### src/rtl/cpu_controller_pkg.sv
// Shared definitions for the cpu_controller slice: state encoding, instruction
// field constants, ALU operation codes and writeback-source codes.
package cpu_controller_pkg;

    typedef enum logic [2:0] {
        S_WAIT      = 3'd0,
        S_DECODE    = 3'd1,
        S_WRITE_IMM = 3'd2,
        S_GET_A     = 3'd3,
        S_GET_B     = 3'd4,
        S_EXEC      = 3'd5,
        S_WRITE_REG = 3'd6,
        S_ERR       = 3'd7
    } state_t;

    typedef enum logic [2:0] {
        K_MOV_IMM = 3'd0,
        K_MOV_REG = 3'd1,
        K_ADD     = 3'd2,
        K_CMP     = 3'd3,
        K_AND     = 3'd4,
        K_MVN     = 3'd5,
        K_ILLEGAL = 3'd7
    } kind_t;

    localparam logic [2:0] OPC_MOV    = 3'b110;
    localparam logic [2:0] OPC_ALU    = 3'b101;

    localparam logic [1:0] OP_MOV_REG = 2'b00;
    localparam logic [1:0] OP_MOV_IMM = 2'b10;
    localparam logic [1:0] OP_ADD     = 2'b00;
    localparam logic [1:0] OP_CMP     = 2'b01;
    localparam logic [1:0] OP_AND     = 2'b10;
    localparam logic [1:0] OP_MVN     = 2'b11;

    localparam logic [1:0] ALUOP_ADD  = 2'b00;
    localparam logic [1:0] ALUOP_SUB  = 2'b01;
    localparam logic [1:0] ALUOP_AND  = 2'b10;
    localparam logic [1:0] ALUOP_NOTB = 2'b11;

    localparam logic [1:0] VSEL_C     = 2'b00;
    localparam logic [1:0] VSEL_IMM8  = 2'b10;

    function automatic logic [15:0] sext5(input logic [4:0] v);
        return {{11{v[4]}}, v};
    endfunction

    function automatic logic [15:0] sext8(input logic [7:0] v);
        return {{8{v[7]}}, v};
    endfunction

endpackage

### src/rtl/cpu_controller_decode.sv
// Purely combinational instruction decoder: splits IR into its fields,
// sign-extends the immediates and classifies the instruction.
module ctrl_decode
    import cpu_controller_pkg::*;
(
    input  logic [15:0] ir_i,
    output logic [2:0]  rn_o,
    output logic [2:0]  rd_o,
    output logic [2:0]  rm_o,
    output logic [1:0]  sh_o,
    output logic [1:0]  op_o,
    output logic [15:0] sximm5_o,
    output logic [15:0] sximm8_o,
    output logic        legal_o,
    output kind_t       kind_o
);

    logic [2:0] opcode;

    assign opcode   = ir_i[15:13];
    assign op_o     = ir_i[12:11];
    assign rn_o     = ir_i[10:8];
    assign rd_o     = ir_i[7:5];
    assign sh_o     = ir_i[4:3];
    assign rm_o     = ir_i[2:0];
    assign sximm5_o = sext5(ir_i[4:0]);
    assign sximm8_o = sext8(ir_i[7:0]);

    always_comb begin
        kind_o = K_ILLEGAL;
        if (opcode == OPC_MOV) begin
            case (op_o)
                OP_MOV_IMM: kind_o = K_MOV_IMM;
                OP_MOV_REG: kind_o = K_MOV_REG;
                default:    kind_o = K_ILLEGAL;
            endcase
        end else if (opcode == OPC_ALU) begin
            case (op_o)
                OP_ADD:  kind_o = K_ADD;
                OP_CMP:  kind_o = K_CMP;
                OP_AND:  kind_o = K_AND;
                default: kind_o = K_MVN;
            endcase
        end
    end

    assign legal_o = (kind_o != K_ILLEGAL);

endmodule

### src/rtl/cpu_controller.sv
// Multi-cycle datapath controller. Build with CTRL_ILLEGAL_TRAP_EN defined to
// trap illegal instructions in ERR (err=1 until reset); otherwise they are skipped.
module cpu_controller
    import cpu_controller_pkg::*;
(
    input  logic        clk,
    input  logic        reset,
    input  logic        s,
    input  logic [15:0] in,
    output logic        w,
    output logic [1:0]  ALUop,
    output logic [1:0]  shift,
    output logic [2:0]  readnum,
    output logic [2:0]  writenum,
    output logic        write,
    output logic        loada,
    output logic        loadb,
    output logic        loadc,
    output logic        loads,
    output logic        asel,
    output logic        bsel,
    output logic [1:0]  vsel,
    output logic [15:0] sximm5,
    output logic [15:0] sximm8,
    output logic        err
);

    state_t      state_q, state_d;
    logic [15:0] ir_q, ir_d;

    logic [2:0]  rn, rd, rm;
    logic [1:0]  sh, op;
    logic        legal;
    kind_t       kind;

    ctrl_decode u_decode (
        .ir_i     (ir_q),
        .rn_o     (rn),
        .rd_o     (rd),
        .rm_o     (rm),
        .sh_o     (sh),
        .op_o     (op),
        .sximm5_o (sximm5),
        .sximm8_o (sximm8),
        .legal_o  (legal),
        .kind_o   (kind)
    );

    assign shift = sh;

    always_ff @(posedge clk or negedge reset) begin
        if (!reset) begin
            state_q <= S_WAIT;
            ir_q    <= '0;
        end else begin
            state_q <= state_d;
            ir_q    <= ir_d;
        end
    end

    always_comb begin
        state_d  = state_q;
        ir_d     = ir_q;
        w        = 1'b0;
        err      = 1'b0;
        ALUop    = ALUOP_ADD;
        readnum  = 3'd0;
        writenum = 3'd0;
        write    = 1'b0;
        loada    = 1'b0;
        loadb    = 1'b0;
        loadc    = 1'b0;
        loads    = 1'b0;
        asel     = 1'b0;
        bsel     = 1'b0;
        vsel     = VSEL_C;

        case (state_q)
            S_WAIT: begin
                w = 1'b1;
                if (s) begin
                    ir_d    = in;
                    state_d = S_DECODE;
                end
            end
            S_DECODE: begin
                if (!legal) begin
`ifdef CTRL_ILLEGAL_TRAP_EN
                    state_d = S_ERR;
`else
                    state_d = S_WAIT;
`endif
                end else begin
                    case (kind)
                        K_MOV_IMM:      state_d = S_WRITE_IMM;
                        K_MOV_REG,
                        K_MVN:          state_d = S_GET_B;
                        default:        state_d = S_GET_A;
                    endcase
                end
            end
            S_WRITE_IMM: begin
                write    = 1'b1;
                writenum = rn;
                vsel     = VSEL_IMM8;
                state_d  = S_WAIT;
            end
            S_GET_A: begin
                readnum = rn;
                loada   = 1'b1;
                state_d = S_GET_B;
            end
            S_GET_B: begin
                readnum = rm;
                loadb   = 1'b1;
                state_d = S_EXEC;
            end
            S_EXEC: begin
                // A register move passes B through the adder with A forced to zero.
                loadc   = 1'b1;
                asel    = (kind == K_MOV_REG);
                ALUop   = (kind == K_MOV_REG) ? ALUOP_ADD : op;
                loads   = (kind == K_CMP);
                state_d = (kind == K_CMP) ? S_WAIT : S_WRITE_REG;
            end
            S_WRITE_REG: begin
                write    = 1'b1;
                writenum = rd;
                vsel     = VSEL_C;
                state_d  = S_WAIT;
            end
            S_ERR: begin
`ifdef CTRL_ILLEGAL_TRAP_EN
                err = 1'b1;
`endif
                state_d = S_ERR;
            end
            default: state_d = S_WAIT;
        endcase
    end

endmodule

### config.mk
export PLATFORM = sky130hd
export DESIGN_NAME = cpu_controller
export DESIGN_NICKNAME = d
export VERILOG_FILES = /design/src/rtl/cpu_controller_pkg.sv /design/src/rtl/cpu_controller_decode.sv /design/src/rtl/cpu_controller.sv
export SDC_FILE = /design/constraint.sdc
export NUM_CORES = 1
export LEC_CHECK = 0
export BUFFER_PORTS_ARGS = -buffer_cell sky130_fd_sc_hd__buf_2
export CORE_MARGIN = 4
export CORE_UTILIZATION = 44
export DETAILED_ROUTE_END_ITERATION = 16
export HOLD_SLACK_MARGIN = 0.12
export MAX_ROUTING_LAYER = met4
export PLACE_DENSITY = 0.89
export SYNTH_ARGS = -nofsm -noshare
export SYNTH_HDL_FRONTEND = slang
export SYNTH_SLANG_ARGS = --single-unit
### constraint.sdc
create_clock -name clk -period 2 [get_ports clk]
set_input_delay 0.1 -clock clk [delete_from_list [all_inputs] [get_ports clk]]
set_output_delay 0.1 -clock clk [all_outputs]
set_load 0.01 [all_outputs]
Yosys cells after proc, flatten, opt, wreduce, memory -nomap -nowiden:

Index checks and enable logic that the tools add are counted.

* eq/ne operators: 16
* mux-type cells: 21
* reductions and logical operators: 6

Operator list (count)
* case mux 3 bit (2 select lines): 4
* equality test 3 bit, second input constant: 7
* case mux 3 bit (7 select lines): 1
* two-way mux 3 bit: 5
* equality test 3 x 2 -> 1 bit, second input constant: 3
* case mux 3 bit (3 select lines): 1
* two-way mux 1 bit: 7
* equality test 3 x 1 -> 1 bit, second input constant: 2
* logical NOT 3 bit: 2
* two-way mux 2 bit: 3
* OR reduction 2 bit: 2
* != test 3 bit, second input constant: 1
* equality test 2 x 1 -> 1 bit, second input constant: 1
* equality test 2 bit, second input constant: 1
* logical NOT 2 bit: 1
* != test 2 bit, second input constant: 1
* AND reduction 2 bit: 1

* register bits: 19
* output and inout port bits: 53

Logic depth before layout (Yosys ltp):

* depth in word-level cells: 9
* gate-level depth with buffers: 4

By module:

Synthesis repeated with hierarchy kept, for this count alone.

* cells, all modules: 140
* area total of the unflattened synthesis: 1445.1 um^2

By module, submodules not included
* cpu_controller: instances 1, cells each 85, area an instance 1034.7 um^2, seq. area each 475.5 um^2
* ctrl_decode: instances 1, cells each 55, area an instance 410.4 um^2, seq. area each 0.0 um^2

Worst setup path after synthesis:

OpenSTA, ideal clock, no wires.

* path type: reg-to-reg
* start: register state_q[1]
* end: register ir_q[10]
* arrival: 1.395 ns
* path slack: 0.481 ns
* cell stages (with the launch flop): 5
* cell sequence: dfrtp_1 > buf_6 > nor4b_4 > buf_6 > mux2_2

* cells in the longest elaborated chain, start to end: 2

RTL lines
* from (decl): RTL line cpu_controller.sv:28 `state_t state_q, state_d;`
* from (signal assigned): RTL line cpu_controller.sv:56 `state_q <= state_d;`
* logical NOT 3 bit: RTL line cpu_controller.sv:78 `case (state_q)`
* AND reduction 2 bit (no line)
* to (signal assigned): RTL line cpu_controller.sv:57 `ir_q <= ir_d;`
* to (decl): RTL line cpu_controller.sv:29 `logic [15:0] ir_q, ir_d;`

No other way between the ends.
A chain may end at the register's enable or synchronous reset.

Worst setup path after layout:

* start: register state_q[2]
* end: output port readnum[1]

* cells in the longest elaborated chain, start to end: 2

RTL lines
* equality test 3 bit / equality test 3 x 2 -> 1 bit (equally long branches): RTL line cpu_controller.sv:78
* case mux 3 bit (2 select lines) *: RTL line cpu_controller.sv:78
* to (decl): RTL line cpu_controller.sv:13 `output logic [2:0] readnum,`

Every way passes the cells marked *; elsewhere a longest branch is shown, timed or not.

==> results.yml <==
clock_network:
  cts_buffers: 3
  cts_sinks: 19
  clkLatencyLatePin_ns: 0.29
  htree_levels: 1
  cts_tree: "done"
  cts_root_buf: "clkbuf_4"
  path_clk_slew_ns: 0.11
  cts_buffer_depth: 2
  postCtsSetupRepairBufs: 0
final_layout:
  final_common_cell: "buf_2"
  drive_above_1_share: 0.532
  fillerInstances: 231
  multiInputGateArea_sq_um: 485
  mostFrequentLayoutCells: "68 x buf_2, 19 x dfrtp_1, 18 x dlygate4sd3_1, 16 x mux2_2, 5 x nor2_1"
  nets: 193
  diodes: 0
  syn_to_final_growth_pct: 23.6
  register_area_sq_um: 475
grt:
  grt-ovfl-total: 0
  gr-usage-all-layers: 0.146
  antenna_found_initial: 0
  grt_max_degree: 20
  grt_pass1_wl_um: 3940
  grt_pass1_vias: 864
timing:
  hold_viol: 0
  drv_slew: 0
  period_share: 0.835
  fin_skew_ns: 0.00545
  hold_ws_ns: 0.254
  fmax_ghz: 0.599
  finalSetupTns_ns: 0
  finalSetupViolCount: 0
  rsz0062_at_grt: "no"
  fin_crit_ns: 1.67
die:
  core_area_sq_mm: 0.00276
  die_w_um: 61.7
  die-area_sq_mm: 0.00381
  io_pins: 72
  floorplan.initialDensity: 0.461
  placementRows: 19
  die_h_um: 61.7
route:
  avgViaCountPerCell: 4.82
  num_vias: 984
  drt_first_iter_violations: 19
  route.met3.wl_um: 177
  ant_nets: 0
  wl_per_cell_um: 13.0
  drc_errors: 0
  met1_length_um: 1060
  routed_wl_um: 2660
  first_pass_iters: 4
  top_layer_used: "met4"
  wl_met2_um: 1360
yosys:
  syn_area_per_cell_sq_um: 10.6
  synth-simple-area-share: 0.153
  yosysSeqAreaShare: 0.374
  yosysTopAreaCellShare: 0.374
  synth_top_family_by_area: "buffers and inverters"
  synth_xor_area_frac: 0
  synth_compound_area_frac: 0.0473
  synth_cells: 120
  ys_types: 28
  yosys.area_share.adder: 0
  synth.area.mux_share: 0.173
  synthesis.area_sq_mm: 0.00127
  ys_seq_elements: 19
  yosysWarningCount: 0
  yosys.area.top_type: "dfrtp_1"
  yosys-top-cells-area: "dfrtp_1 37%, buf_4 22%, mux2_2 14%, mux2i_1 3.2%, a22o_1 2.1%"
placement:
  dp_hpwl_um: 1930
  port_buffers: 68
  gp_congestion: 0.813
critical_path:
  critPathCaptureType: "output pin"
  arrival_ns: 1.57
  crit_path_top_delay_cell: "dfrtp_1"
  start_kind: "flop"
  reg2reg_slack_ns: 0.46
  worst-setup-path-type: "reg2out"
  crit_chain: "buf_4 -> and3b_1 -> a22o_1 -> buf_2"
  startpoint: "state_q[2]$_DFFE_PN0P_"
  reg2reg_from: "state_q[0]$_DFFE_PN0P_"
  required_ns: 1.90
  crit_path_max_incr_delay_ns: 0.41
  cp_max_fo: 12
power_and_ir_drop:
  ir_drop_v: 0.000821
  fin_total_pwr_mw: 2.38
  powerDensity_mw_per_mm2: 1520
  p_leak_nw: 0.816
min_path:
  hp-class: "in2async"
run_status:
  outcome: "completed"
job:
  cap_violations: 0
-- registers in the layout, indices dropped and copies added (netlist names) --
name	flops
state_q	3
ir_q	16
-- worst max-delay path: cells and delay by family, from the launching register on --
| family | cells | cell delay (ns) |
|---|---|---|
| AO/OA/AOI/OAI | 1 | 0.27 |
| AND/OR/NAND/NOR | 1 | 0.25 |
| buffers and inverters | 2 | 0.35 |
| flip-flops | 1 | 0.41 |
-- metal layers --
| layer | global-route usage | up-vias |
|---|---|---|
| met5 | - | - |
| met4 | 0.0758 | 0 |
| met3 | 0.0124 | 6 |
| met2 | 0.229 | 37 |
| met1 | 0.187 | 465 |
| li1 | - | 476 |
-- power breakdown --
part	switching, mW	total [mW]	internal, mW
sequential	0.260	0.840	0.580
clock	0.119	0.194	0.0743
combinational	0.660	1.35	0.686
-- metrics by stage --
step,utilization,worst slack (ns),std cells,cell area (sq um)
4_1_cts,0.569,0.342,204,1570
2_1_floorplan,-,0.481,122,1280
3_5_place_dp,0.494,0.493,182,1360
6_report,0.569,0.330,204,1570
5_1_grt,0.569,0.227,204,1570
3_3_place_gp,0.494,0.509,182,1360
-- kinds of logic (layout without fill, tap and decap cells) --
kind of cell | after synthesis | in the layout
flip-flops | 19 | 19
AND/OR/NAND/NOR | 29 | 29
multiplexers | 20 | 20
AO/OA/AOI/OAI | 8 | 8
buffers and inverters | 43 | 94
other | 1 | 3
-- path summary, 6_finish.rpt --
check,endpoint,cells after the start
worst min-delay path,state_q[0]$_DFFE_PN0P_,2
max in group asynchronous,ir_q[6]$_DFFE_PN0P_,2
min in group clk,ir_q[10]$_DFFE_PN0P_,1
worst max register to register,ir_q[12]$_DFFE_PN0P_,3
worst max-delay path,readnum[1],4
worst min register to register,ir_q[10]$_DFFE_PN0P_,1
-- cells in the mapped netlist --
| cell type | count |
|---|---|
| and4b_1 | 1 |
| nor4b_4 | 1 |
| nand2b_1 | 4 |
| mux2i_1 | 4 |
| o211ai_1 | 2 |
| buf_2 | 1 |
| a21oi_1 | 1 |
| nand3_1 | 1 |
| clkbuf_1 | 1 |
| o21ai_0 | 1 |
| a22o_1 | 3 |
| nor4b_1 | 1 |
| nand3b_1 | 2 |
| nand2_1 | 3 |
| inv_1 | 2 |
| buf_4 | 37 |
| a32oi_1 | 1 |
| dfrtp_1 | 19 |
| buf_6 | 2 |
| nor2b_1 | 1 |
| nor2_1 | 5 |
| conb_1 | 1 |
| nor4_1 | 1 |
| and2_1 | 3 |
| nor3_1 | 3 |
| and3b_1 | 2 |
| and4bb_2 | 1 |
| mux2_2 | 16 |
-- what timing repair did --
item                      4_1_cts  5_1_grt
hold buffers                   18        0
hold endpoints to repair       36        0
resized for setup               0        0
-- layout make-up --
| cell class | instances | area share |
|---|---|---|
| repair buffers | 88 | 0.341 |
| inverters | 2 | 0.00478 |
| multi-input cells | 60 | 0.309 |
| clock buffers | 3 | 0.0143 |
| flip-flops and latches | 19 | 0.303 |
| clock inverters | 1 | 0.00319 |
| well taps | 31 | 0.0247 |
Note: power is estimated with default switching activity, not from simulation.
